**src/rtl/wb_if.sv**
```systemverilog
// Writeback-stage bus: execute offer/handshake, memory load response and
// register-file write port with hazard/error status.
interface wb_if;
  logic        ex_valid;
  logic        ex_ready;
  logic [31:0] ex_pc;
  logic [4:0]  ex_rd;
  logic        ex_rd_wen;
  logic [31:0] ex_result;
  logic        ex_is_load;
  logic [1:0]  ex_ld_size;
  logic        ex_ld_unsigned;
  logic [1:0]  ex_addr_lo;
  logic        mem_rvalid;
  logic [31:0] mem_rdata;
  logic        rf_wen;
  logic [4:0]  rf_waddr;
  logic [31:0] rf_wdata;
  logic [31:0] rf_pc;
  logic        retire_valid;
  logic        pending_valid;
  logic [4:0]  pending_rd;
  logic        misalign_err;
  logic        timeout_err;

  modport slave (
    input  ex_valid, ex_pc, ex_rd, ex_rd_wen, ex_result, ex_is_load,
           ex_ld_size, ex_ld_unsigned, ex_addr_lo, mem_rvalid, mem_rdata,
    output ex_ready, rf_wen, rf_waddr, rf_wdata, rf_pc, retire_valid,
           pending_valid, pending_rd, misalign_err, timeout_err
  );

  modport master (
    output ex_valid, ex_pc, ex_rd, ex_rd_wen, ex_result, ex_is_load,
           ex_ld_size, ex_ld_unsigned, ex_addr_lo, mem_rvalid, mem_rdata,
    input  ex_ready, rf_wen, rf_waddr, rf_wdata, rf_pc, retire_valid,
           pending_valid, pending_rd, misalign_err, timeout_err
  );
endinterface

```
**src/rtl/wb_stage.sv**
```systemverilog
// Writeback stage: retires ALU results one cycle after transfer and loads
// one cycle after the memory response, with alignment and extension.
module wb_stage #(
  parameter int          TIMEOUT  = 1024,
  parameter logic [31:0] RESET_PC = 32'h80000000
) (
  input  logic clk,
  input  logic rst,
  wb_if.slave  bus
);
  localparam int CW = $clog2(TIMEOUT) + 1;

  typedef enum logic {IDLE, WAIT_LOAD} state_t;

  state_t      state_reg;
  logic [31:0] ld_pc_reg;
  logic [4:0]  ld_rd_reg;
  logic        ld_wen_reg;
  logic [1:0]  ld_size_reg;
  logic        ld_unsigned_reg;
  logic [1:0]  ld_addr_lo_reg;
  logic [CW-1:0] cnt_reg;

  logic        rf_wen_reg;
  logic [4:0]  rf_waddr_reg;
  logic [31:0] rf_wdata_reg;
  logic [31:0] rf_pc_reg;
  logic        retire_valid_reg;
  logic        pending_valid_reg;
  logic [4:0]  pending_rd_reg;
  logic        misalign_err_reg;
  logic        timeout_err_reg;

  logic [7:0]  lane [4];
  logic [7:0]  byte_sel;
  logic [15:0] half_sel;
  logic [31:0] load_data;
  logic        misaligned;

  genvar gi;
  generate
    for (gi = 0; gi < 4; gi++) begin : g_lane
      assign lane[gi] = bus.mem_rdata[8*gi +: 8];
    end
  endgenerate

  assign byte_sel = lane[ld_addr_lo_reg];
  assign half_sel = ld_addr_lo_reg[1] ? bus.mem_rdata[31:16] : bus.mem_rdata[15:0];

  always_comb begin
    load_data  = bus.mem_rdata;
    misaligned = 1'b0;
    case (ld_size_reg)
      2'b00: load_data = ld_unsigned_reg ? {24'b0, byte_sel}
                                         : {{24{byte_sel[7]}}, byte_sel};
      2'b01: begin
        load_data  = ld_unsigned_reg ? {16'b0, half_sel}
                                     : {{16{half_sel[15]}}, half_sel};
        misaligned = ld_addr_lo_reg[0];
      end
      2'b10: misaligned = (ld_addr_lo_reg != 2'b00);
      default: misaligned = 1'b1;
    endcase
  end

  always_ff @(posedge clk) begin
    if (rst) begin
      state_reg         <= IDLE;
      ld_pc_reg         <= '0;
      ld_rd_reg         <= '0;
      ld_wen_reg        <= 1'b0;
      ld_size_reg       <= '0;
      ld_unsigned_reg   <= 1'b0;
      ld_addr_lo_reg    <= '0;
      cnt_reg           <= '0;
      rf_wen_reg        <= 1'b0;
      rf_waddr_reg      <= '0;
      rf_wdata_reg      <= '0;
      rf_pc_reg         <= RESET_PC;
      retire_valid_reg  <= 1'b0;
      pending_valid_reg <= 1'b0;
      pending_rd_reg    <= '0;
      misalign_err_reg  <= 1'b0;
      timeout_err_reg   <= 1'b0;
    end else begin
      rf_wen_reg       <= 1'b0;
      retire_valid_reg <= 1'b0;
      misalign_err_reg <= 1'b0;
      case (state_reg)
        IDLE: begin
          if (bus.ex_valid) begin
            if (!bus.ex_is_load) begin
              rf_wen_reg       <= bus.ex_rd_wen && (bus.ex_rd != 5'd0);
              rf_waddr_reg     <= bus.ex_rd;
              rf_wdata_reg     <= bus.ex_result;
              rf_pc_reg        <= bus.ex_pc;
              retire_valid_reg <= 1'b1;
            end else begin
              ld_pc_reg         <= bus.ex_pc;
              ld_rd_reg         <= bus.ex_rd;
              ld_wen_reg        <= bus.ex_rd_wen;
              ld_size_reg       <= bus.ex_ld_size;
              ld_unsigned_reg   <= bus.ex_ld_unsigned;
              ld_addr_lo_reg    <= bus.ex_addr_lo;
              cnt_reg           <= '0;
              pending_valid_reg <= bus.ex_rd_wen && (bus.ex_rd != 5'd0);
              pending_rd_reg    <= bus.ex_rd;
              state_reg         <= WAIT_LOAD;
            end
          end
        end
        WAIT_LOAD: begin
          if (bus.mem_rvalid) begin
            rf_wen_reg        <= ld_wen_reg && (ld_rd_reg != 5'd0) && !misaligned;
            rf_waddr_reg      <= ld_rd_reg;
            rf_wdata_reg      <= load_data;
            rf_pc_reg         <= ld_pc_reg;
            retire_valid_reg  <= 1'b1;
            misalign_err_reg  <= misaligned;
            pending_valid_reg <= 1'b0;
            state_reg         <= IDLE;
          end else if (cnt_reg != CW'(TIMEOUT)) begin
            // Counter saturates; the error flag stays set until reset.
            cnt_reg <= cnt_reg + 1'b1;
            if (cnt_reg + 1'b1 == CW'(TIMEOUT)) timeout_err_reg <= 1'b1;
          end
        end
        default: state_reg <= IDLE;
      endcase
    end
  end

  assign bus.ex_ready      = (state_reg == IDLE) && !rst;
  assign bus.rf_wen        = rf_wen_reg;
  assign bus.rf_waddr      = rf_waddr_reg;
  assign bus.rf_wdata      = rf_wdata_reg;
  assign bus.rf_pc         = rf_pc_reg;
  assign bus.retire_valid  = retire_valid_reg;
  assign bus.pending_valid = pending_valid_reg;
  assign bus.pending_rd    = pending_rd_reg;
  assign bus.misalign_err  = misalign_err_reg;
  assign bus.timeout_err   = timeout_err_reg;
endmodule

```
**src/flat_wrapper.sv**
```systemverilog
// flat-port wrapper written by rule: the top's interface ports become plain ports
module wb_stage_flat 
#(
  parameter int          TIMEOUT  = 1024,
  parameter logic [31:0] RESET_PC = 32'h80000000
)
  (clk, rst, bus_ex_valid, bus_ex_pc, bus_ex_rd, bus_ex_rd_wen, bus_ex_result, bus_ex_is_load, bus_ex_ld_size, bus_ex_ld_unsigned, bus_ex_addr_lo, bus_mem_rvalid, bus_mem_rdata, bus_ex_ready, bus_rf_wen, bus_rf_waddr, bus_rf_wdata, bus_rf_pc, bus_retire_valid, bus_pending_valid, bus_pending_rd, bus_misalign_err, bus_timeout_err);
  wb_if bus_i ();
  input  logic clk;
  input  logic rst;
  input wire logic [$bits(bus_i.ex_valid)-1:0] bus_ex_valid;
  input wire logic [$bits(bus_i.ex_pc)-1:0] bus_ex_pc;
  input wire logic [$bits(bus_i.ex_rd)-1:0] bus_ex_rd;
  input wire logic [$bits(bus_i.ex_rd_wen)-1:0] bus_ex_rd_wen;
  input wire logic [$bits(bus_i.ex_result)-1:0] bus_ex_result;
  input wire logic [$bits(bus_i.ex_is_load)-1:0] bus_ex_is_load;
  input wire logic [$bits(bus_i.ex_ld_size)-1:0] bus_ex_ld_size;
  input wire logic [$bits(bus_i.ex_ld_unsigned)-1:0] bus_ex_ld_unsigned;
  input wire logic [$bits(bus_i.ex_addr_lo)-1:0] bus_ex_addr_lo;
  input wire logic [$bits(bus_i.mem_rvalid)-1:0] bus_mem_rvalid;
  input wire logic [$bits(bus_i.mem_rdata)-1:0] bus_mem_rdata;
  output wire logic [$bits(bus_i.ex_ready)-1:0] bus_ex_ready;
  output wire logic [$bits(bus_i.rf_wen)-1:0] bus_rf_wen;
  output wire logic [$bits(bus_i.rf_waddr)-1:0] bus_rf_waddr;
  output wire logic [$bits(bus_i.rf_wdata)-1:0] bus_rf_wdata;
  output wire logic [$bits(bus_i.rf_pc)-1:0] bus_rf_pc;
  output wire logic [$bits(bus_i.retire_valid)-1:0] bus_retire_valid;
  output wire logic [$bits(bus_i.pending_valid)-1:0] bus_pending_valid;
  output wire logic [$bits(bus_i.pending_rd)-1:0] bus_pending_rd;
  output wire logic [$bits(bus_i.misalign_err)-1:0] bus_misalign_err;
  output wire logic [$bits(bus_i.timeout_err)-1:0] bus_timeout_err;
  assign bus_i.ex_valid = bus_ex_valid;
  assign bus_i.ex_pc = bus_ex_pc;
  assign bus_i.ex_rd = bus_ex_rd;
  assign bus_i.ex_rd_wen = bus_ex_rd_wen;
  assign bus_i.ex_result = bus_ex_result;
  assign bus_i.ex_is_load = bus_ex_is_load;
  assign bus_i.ex_ld_size = bus_ex_ld_size;
  assign bus_i.ex_ld_unsigned = bus_ex_ld_unsigned;
  assign bus_i.ex_addr_lo = bus_ex_addr_lo;
  assign bus_i.mem_rvalid = bus_mem_rvalid;
  assign bus_i.mem_rdata = bus_mem_rdata;
  assign bus_ex_ready = bus_i.ex_ready;
  assign bus_rf_wen = bus_i.rf_wen;
  assign bus_rf_waddr = bus_i.rf_waddr;
  assign bus_rf_wdata = bus_i.rf_wdata;
  assign bus_rf_pc = bus_i.rf_pc;
  assign bus_retire_valid = bus_i.retire_valid;
  assign bus_pending_valid = bus_i.pending_valid;
  assign bus_pending_rd = bus_i.pending_rd;
  assign bus_misalign_err = bus_i.misalign_err;
  assign bus_timeout_err = bus_i.timeout_err;
  wb_stage #(.TIMEOUT(TIMEOUT), .RESET_PC(RESET_PC)) u_core (.clk(clk), .rst(rst), .bus(bus_i));
endmodule
```
**config.mk**
```make
export PLATFORM = sky130hd
export DESIGN_NAME = wb_stage_flat
export DESIGN_NICKNAME = d
export VERILOG_FILES = /design/src/rtl/wb_if.sv /design/src/rtl/wb_stage.sv /design/src/flat_wrapper.sv
export SDC_FILE = /design/constraint.sdc
export NUM_CORES = 1
export LEC_CHECK = 0
export ABC_AREA = 1
export ABC_CLOCK_PERIOD_IN_PS = 2770
export BUFFER_PORTS_ARGS = -buffer_cell sky130_fd_sc_hd__buf_2
export CORE_ASPECT_RATIO = 0.9
export CORE_UTILIZATION = 50
export DETAILED_ROUTE_END_ITERATION = 8
export HOLD_SLACK_MARGIN = 0.15
export PLACE_DENSITY = 0.79
export SYNTH_ARGS = -nofsm -noshare
export SYNTH_HDL_FRONTEND = slang
export SYNTH_SLANG_ARGS = --single-unit
```
**constraint.sdc**
```tcl
create_clock -name clk -period 2.77 [get_ports clk]
set_clock_uncertainty 0.05 [all_clocks]
set_input_delay 0.4155 -clock clk [delete_from_list [all_inputs] [get_ports clk]]
set_output_delay 0.4155 -clock clk [all_outputs]
set_load 0.005 [all_outputs]
```
==> After elaboration in Yosys (flattened, before gate mapping) <==
Index checks and enable logic that the tools add are counted.
{ "totals": {"wordCells": 88, "latchBits": 0, "ramBits": 0, "reg_bits": 129, "romBits": 0, "mem_count": 0, "out_inout_bits": 80, "input_bits": 112} }
{ "op_classes": {"n_div": 0, "shifts": 0, "muxes": 41, "n_lt_le_gt_ge": 1, "n_addsub": 1, "mul": 0, "n_bitwise": 3, "reduce_logical": 16, "n_eq_ne": 10} }
{ "ops": {"columns": ["operator", "count"], "rows": [
  ["two-way mux 32 bit", 8],
  ["case mux 32 bit (2 select lines)", 3],
  ["two-way mux 11 bit", 4],
  ["case mux 11 bit (2 select lines)", 1],
  ["binary-select mux 8 bit (select 2 bit)", 1],
  ["two-way mux 16 bit", 1],
  ["two-way mux 8 bit", 2],
  ["two-way mux 5 bit", 3],
  ["two-way mux 1 bit", 12],
  ["inequality test 2 bit (second input constant)", 6],
  ["adder 11 x 1 -> 11 bit (second input constant)", 1],
  ["== test 11 bit (second input constant)", 1],
  ["inequality test 11 bit (second input constant)", 1],
  ["case mux 5 bit (2 select lines)", 1],
  ["nonzero test 5 bit", 2],
  ["AND reduction 3 bit", 3],
  ["case mux 1 bit (2 select lines)", 4],
  ["AND reduction 4 bit", 2],
  ["logical AND 1 bit", 4],
  [">= comparator 3 bit (second input constant)", 1],
  ["inverter 2 -> 3 bit", 1],
  ["case mux 1 bit (3 select lines)", 1],
  ["OR reduction 3 bit", 1],
  ["== test 2 x 1 -> 1 bit (second input constant)", 1],
  ["5 further kinds", 7]
]} }

==> Depth between registers and ports, before layout <==
Gate-level depths: netlist (run 1).
{ "depth": {"depth_word": 8, "ltp_mapped": 12, "mapped_depth_nobuf": 10} }

==> Worst setup path before layout (run 1) <==
OpenSTA, ideal clock, no wires.
{ "synth_timing": {"kind": "input to output", "from": "input port rst", "to": "output port bus_ex_ready", "required_time_ps": 2305, "t_arrival_ps": 1020, "path_stages": 3, "path_buffers": 2, "slack_ps": 1285, "path_cell_list": "buf_2 > clkbuf_1 > nor2_1"} }
{ "synth_between": {"elab_chain_len": 2} }
{ "synth_rtl": {"columns": ["item", "line_no", "text"], "rows": [
  ["start: declaration", "flat_wrapper.sv:10", "input logic rst;"],
  ["zero test 1 bit", "wb_stage.sv:133", "assign bus.ex_ready = (state_reg == IDLE) && !rst;"],
  ["logical AND 1 bit", "wb_stage.sv:133", null],
  ["end: declaration", "flat_wrapper.sv:22", "output wire logic [$bits(bus_i.ex_ready)-1:0] bus_ex_ready;"]
]} }
Every way passes these cells.

==> Worst setup path after layout (run 1) <==
{ "layout_timing": {"from": "register u_core.state_reg", "to": "register u_core.rf_pc_reg[24], in the netlist u_core.bus.rf_pc[24]"} }
{ "layout_between": {"elab_chain_len": 3, "word_cells_on_any_way": 6, "classes_between": "eq/ne: 3; mux: 1; bitwise: 1; reduce/logical: 1"} }
{ "layout_rtl": {"columns": ["item", "line_no", "text"], "rows": [
  ["start: declaration", "wb_stage.sv:15", "state_t state_reg;"],
  ["start signal: assignment", "wb_stage.sv:68", "state_reg <= IDLE;"],
  ["start signal: assignment", "wb_stage.sv:108", "state_reg <= WAIT_LOAD;"],
  ["start signal: assignment", "wb_stage.sv:121", "state_reg <= IDLE;"],
  ["inverter 1 bit", "wb_stage.sv:89", "case (state_reg)"],
  ["inequality test 2 bit (no source line)", null, null],
  ["AND reduction 3 bit (no source line)", null, null],
  ["end signal: assignment", "wb_stage.sv:96", "rf_pc_reg <= bus.ex_pc;"],
  ["end signal: assignment", "wb_stage.sv:117", "rf_pc_reg <= ld_pc_reg;"],
  ["end: declaration", "wb_stage.sv:27", "logic [31:0] rf_pc_reg;"]
]} }
Several ways; a longest one is shown, not always the timed one.
A chain may end at the register's enable or synchronous reset.

==> out/results.ini, run 1 <==
[route]
dr.first_iter.drc_count=444
finalWirelength_um=16550
detail-route-antenna-nets=0
drc_errors=0
dr_total_vias=6059
vias_per_cell=5.232
post_drt_wl_per_cell_um=14.29
firstDrtPassIters=6

[die]
fp.dieW_um=117.9
initial_utilization_pct=52.04
chipHeight_um=106.3
pin_count=192
fp-row-count=37
core_area_um2=11620
dieArea_um2=12540

[placed_design]
dpl.hpwl_um=11230
post-place-ws_ps=632.7
gp_congestion=0.8789
numPortBuffers=191

[clocking]
cts_max_level=4
cts_setup_buffers=0
clk_pin_slew_ps=60
tritoncts=built
postCtsHoldBufs=0
root_buffer=clkbuf_16
cts_buffers=17
cts_buffer_depth=2
clock_sinks=129
cts_resized=0
clkLatencyLatePin_ps=410

[timing]
tns_ps=0
setup_viol=0
finalCritPeriodShare_pct=77.15
rsz0062_at_grt=false
max_freq_mhz=468.0
slew-limit-headroom_pct=53.02
hold_viol_final=0
tightest_slew_ps=703.7
layout_setup_ws_ps=633.1
period_needed_ps=2137
slew_viol_final=0

[synth]
synth_area_leader_cell=dfxtp_1
synth_cells=825
synth_top_family_by_area=simple AND/OR/NAND/NOR gates
synth_top_area_share_pct=42.71
synthAdderAreaFrac_pct=0.6207
seq_area_frac_synth_pct=42.71
syn_area_um2=6047
synth_compound_area_share_pct=19.49
syn-mean-instance-area_um2=7.330
synth_xor_xnor_area_share_pct=0
synth_edf_count=0
synth_nets=940
synthTopCellsByArea=dfxtp_1 43%, nand2_1 9.4%, o21ai_0 8.4%
yosys_warnings=0
synth.distinct_cells=35
synth_simple_gate_area_share_pct=23.96
synth_mux_area_share_pct=5.628
synthArstFlopShare_pct=0
synthFlopType=dfxtp_1
ys_seq_elements=129

[pwr]
ir_drop_mv=0.5333
power.leakage_nw=3.399
p_total_w=0.004822
powerDensity_nw_per_um2=639.4

[status]
status=complete, no violations

[critical_path]
slowest_delay_ps=640
start_kind=flip-flop
worst-path-buf-inv=2
critical_path_class=flip-flop to flip-flop
required_ps=2980
crit_chain=nor2_1 > nand2_1 > nand2_4 > inv_4 > nor2_8 > inv_4 > o21ai_0
crit_path_top_delay_cell=dfxtp_4
worstSetupEndpointType=flip-flop
cp_top_family=flip-flops
cpMostUsedCell=inv_4
cp_data_arrival_time_ps=2350
cp_max_fo=53

[cells_and_area]
final_common_cell=buf_2
synthToLayoutAreaGrowth_pct=24.73
layout_common_cells=191 x buf_2, 152 x nand2_1, 133 x nor2_1, 128 x dfxtp_1, 102 x o21ai_0
drive_gt1_share_pct=26.17
fin_nets=1104
fill_cells=1069

[grt]
groute.usage.overall_pct=26.83
antenna_found_initial=1
grt_pass1_wl_um=27000
grt_pass1_vias=5591
grt_overflow_total=0
grt_max_degree=61

[run]
cap_violations=0

[hold_path]
worst_hold_path_type=input pin to flip-flop

==> path summary, 6_finish.rpt <==
check / cells after the start / end / slack [ps] / from
worst max-delay path: 7 / u_core.bus.rf_pc[24] / 630 / u_core.state_reg
worst min register to register: 2 / u_core.bus.rf_wdata[25] / 400 / u_core.bus.rf_wdata[25]
worst max register to register: 7 / u_core.bus.rf_pc[24] / 630 / u_core.state_reg
worst min-delay path: 3 / u_core.ld_pc_reg[13] / 220 / bus_ex_pc[13]
==> through the flow <==
| step | area [um^2] | hold slack, ps | std cells | util, % |
|---|---|---|---|---|
| final | 7542 | 221.4 | 1158 | 64.91 |
| after global placement | 6984 | 383.2 | 1126 | 60.11 |
| after floorplan | 6047 | 379.7 | 825 | - |
| after detailed placement | 6984 | 383.7 | 1126 | 60.11 |
| after CTS | 7540 | 210.8 | 1157 | 64.89 |
| after global routing | 7542 | 213.3 | 1158 | 64.91 |
==> tightest hold or removal path, cell delays in order <==
cell	delay, ps
buf_2	90
o21ai_0	70
nor2_1	70
==> cells by family (layout without fill, tap and decap cells) <==
kind of cell | Yosys count | in the layout
other | 0 | 1
AOI/OAI and AO/OA | 226 | 226
DFF | 129 | 129
adders and majority gates | 3 | 3
muxes | 34 | 34
buffers and inverters | 95 | 271
and+or+nand+nor | 338 | 338
==> cell usage after synthesis, types with 8 or more instances <==
master	n
nand2_1	152
nand3_1	24
nand3_2	11
o211ai_1	8
mux2i_1	34
o21ai_1	22
buf_2	17
dfxtp_1	129
inv_1	34
a21oi_1	89
nor2_1	133
o21ai_0	102
clkbuf_1	24
==> where the power goes <==
part	switching [W]	internal (W)
logic	0.000390	0.000264
clock network	0.000877	0.00124
registers	0.0000761	0.00198
==> area by class of cell <==
class / instances / area (um^2) / share of cell area (%)
repair buffers: 199 / 1028 / 13.64
clock buffers: 17 / 425.4 / 5.640
flip-flops and latches: 129 / 2586 / 34.29
diodes: 1 / 2.502 / 0.03318
well taps: 156 / 195.2 / 2.588
clock inverters: 14 / 130.1 / 1.725
multi-input cells: 601 / 3010 / 39.91
inverters: 41 / 163.9 / 2.173
==> routing by layer <==
metal | up-vias | wire, um | GRT usage [%]
li1 | 3067 | - | -
met1 | 2720 | 7429 | 34.13
met2 | 250 | 7470 | 42.86
met3 | 22 | 1342 | 8.101
met4 | 0 | 304 | 9.799
met5 | - | 0 | 0
Note: power is estimated with default switching activity, not from simulation.
==> run 2: changes to the inputs <==
--- a/config.mk
+++ b/config.mk
@@ -6,13 +6,13 @@
 export NUM_CORES = 1
 export LEC_CHECK = 0
 export ABC_AREA = 1
-export ABC_CLOCK_PERIOD_IN_PS = 2770
+export ABC_CLOCK_PERIOD_IN_PS = 1800
 export BUFFER_PORTS_ARGS = -buffer_cell sky130_fd_sc_hd__buf_2
 export CORE_ASPECT_RATIO = 0.9
-export CORE_UTILIZATION = 50
+export CORE_UTILIZATION = 46
 export DETAILED_ROUTE_END_ITERATION = 8
 export HOLD_SLACK_MARGIN = 0.15
-export PLACE_DENSITY = 0.79
+export PLACE_DENSITY = 0.76
 export SYNTH_ARGS = -nofsm -noshare
 export SYNTH_HDL_FRONTEND = slang
 export SYNTH_SLANG_ARGS = --single-unit
==> constraint.sdc (replaced) <==
create_clock -name clk -period 1.8 [get_ports clk]
set_clock_uncertainty 0.05 [all_clocks]
set_input_delay 0.27 -clock clk [delete_from_list [all_inputs] [get_ports clk]]
set_output_delay 0.27 -clock clk [all_outputs]
set_load 0.005 [all_outputs]
==> run 2 against run 1 <==
Wire length rose by 8.5%. Worst setup slack lost 500 ps. Register-to-register slack lost 410 ps. Clock-buffer cell count rose by 1. Highest routed layer unchanged. Critical endpoint is now bus_ex_ready. Sequential power up 54%. Design area grew 13%. Utilization grew 2.0 points. Via count increased by 6.5%. Largest cell class unchanged. First-iteration DRC count up 0.23%. Combinational power grew 83%.
==> out/results.ini, run 2 (synthesis results as in run 1) <==
[status]
status=complete, no violations

[critical_path]
path_depth=3  ; -4
slowest_delay_ps=370  ; -270 ps
worstSetupEndpointType=primary output
required_ps=1480  ; -1500 ps
critical_path_class=flip-flop to primary output
worst-path-buf-inv=2  ; unchanged
crit_path_top_delay_cell=dfxtp_4
crit_chain=buf_6 > nor2_1 > buf_2
cp_max_fo=35  ; -34%
worstReg2RegStart=u_core.cnt_reg[0]
cp_top_family=buffers and inverters
reg2reg_depth=9  ; +2
start_kind=flip-flop
cp_data_arrival_time_ps=1340  ; -1010 ps
startpoint=u_core.state_reg

[hold_path]
worstHoldStart=bus_mem_rdata[22]
worst_hold_path_type=input pin to flip-flop
whs_path_depth=5  ; +2

[run]
cap_violations=0  ; unchanged

[pwr]
p_sw_w=0.002112  ; +57%
ir_drop_mv=0.8821  ; +65%
power.leakage_nw=3.838  ; +13%
switching_share_pct=27.09  ; -0.74 points
p_total_w=0.007795  ; +62%
powerDensity_nw_per_um2=914.9  ; +43%
clockPowerShare_pct=44.3  ; +0.4 points
p_int_w=0.005683  ; +63%
pwr-share-seq_pct=40.4  ; -2.2 points
power_frac_comb_pct=15.4  ; +1.8 points

[die]
chipHeight_um=110.8  ; +4.2%
fp.dieW_um=122.9  ; +4.2%
pin_count=192  ; unchanged
core_area_um2=12740  ; +9.6%
fp-row-count=39  ; +5.4%
initial_utilization_pct=47.48  ; -4.6 points
dieArea_um2=13610  ; +8.5%

[timing]
hold_viol_final=0  ; unchanged
rsz0062_at_grt=false
slew_viol_final=0  ; unchanged
setup_viol=0  ; unchanged
tns_ps=0  ; unchanged
period_needed_ps=1663
finalCritPeriodShare_pct=92.38
layout_setup_ws_ps=137.2  ; -495.9 ps
slew-limit-headroom_pct=68.37  ; +15 points
tightest_slew_ps=468.4  ; -235.4 ps
max_freq_mhz=601.4

[route]
dr.first_iter.drc_count=445  ; +0.23%
vias_per_cell=5.115  ; -2.2%
detail-route-antenna-nets=0  ; unchanged
finalWirelength_um=17950  ; +8.5%
post_drt_wl_per_cell_um=14.22  ; -0.48%
dr_total_vias=6455  ; +6.5%
drc_errors=0  ; unchanged
firstDrtPassIters=6  ; unchanged

[clocking]
cts_buffer_depth=2  ; unchanged
clock_sinks=129  ; unchanged
cts_buffers=17  ; unchanged
clk_pin_slew_ps=60  ; about the same
cts_max_level=4  ; unchanged
root_buffer=clkbuf_16
tritoncts=built
clkLatencyLatePin_ps=420  ; about the same

[grt]
grt_pass1_wl_um=28840  ; +6.8%
grt_overflow_total=0  ; unchanged
antenna_found_initial=1  ; unchanged
grt_max_degree=47  ; -23%
grt_pass1_vias=5925  ; +6.0%
groute.usage.overall_pct=26.89  ; +0.068 points

[placed_design]
post-place-ws_ps=192.8  ; -439.9 ps
numPortBuffers=191  ; unchanged
gp_congestion=0.9052  ; +3.0%
dpl.hpwl_um=11550  ; +2.9%

[cells_and_area]
drive_gt1_share_pct=25.25  ; -0.92 points
final_common_cell=buf_2
synthToLayoutAreaGrowth_pct=40.91
fin_nets=1199  ; +8.6%
layout_common_cells=191 x buf_2, 152 x nand2_1, 133 x nor2_1, 126 x dfxtp_1, 102 x o21ai_0

run 2: changes by cell type in the layout (fill, tap and decap cells not counted), sizes merged:
cell / previous run / this run
clkbuf: 17 / 18
clkinvlp: 5 / 1
buf: 199 / 211
clkinv: 3 / 6
bufinv: 1 / 2
dlygate4sd3: 0 / 83
run 2: layout make-up:
type                       count  area, um^2
fill                        1012        4215
clock inverter                14       152.6
clock buffer                  18       439.2
tap                          164       205.2
inverter                      41       163.9
antenna                        1       2.502
multi-input combinational    601        3015
sequential                   129        2589
timing repair buffer         294        1953
run 2: per-layer routing:
| layer | wire length (um) | vias up | part of all wire (%) | track usage, % |
|---|---|---|---|---|
| met5 | 0 | - | 0 | 0 |
| li1 | - | 3269 | - | - |
| met4 | 475 | 0 | 2.6 | 11.46 |
| met3 | 1339 | 42 | 7.5 | 7.973 |
| met1 | 7805 | 2881 | 43 | 34.03 |
| met2 | 8325 | 263 | 46 | 42.06 |
run 2: power groups by stage:
stage                     Combinational [W]  Clock, W  Sequential, W
after global placement              0.00103         0        0.00320
after global routing                0.00133   0.00366        0.00317
final                               0.00120   0.00345        0.00315
after CTS                           0.00118   0.00350        0.00314
after detailed placement            0.00104         0        0.00320
after floorplan                    0.000632         0        0.00320
run 2: worst reg2reg max path, delay by kind of cell (launching register included):
kind	cells	cell delay, ps
AND/OR/NAND/NOR	6	620
adder cells (fa/ha/maj)	1	210
AO/OA/AOI/OAI	2	260
flip-flops	1	370
run 2: path summary, 6_finish.rpt:
path                                  end  slack [ps]
hold / removal    u_core.bus.rf_wdata[22]         170
hold reg to reg   u_core.bus.rf_wdata[19]         400
setup reg to reg   u_core.bus.timeout_err         220
setup / recovery             bus_ex_ready         140
run 2: what timing repair did:
| action | in CTS | in global routing |
|---|---|---|
| hold buffers | 83 | 0 |
| setup buffers | 0 | 0 |
| endpoints found under the hold margin | 113 | 0 |
| endpoints found under the setup margin | 0 | 2 |
| gates resized for setup | 0 | 4 |
run 2: per-stage QoR:
stage	hold WS, ps	area (um^2)	cells	utilization, %
after floorplan	358.6	6047	825	-
after global placement	383.0	7084	1146	55.62
after detailed placement	388.9	7084	1146	55.62
after CTS	150.2	8507	1261	66.79
after global routing	164.1	8518	1261	66.88
final	165.5	8521	1262	66.90
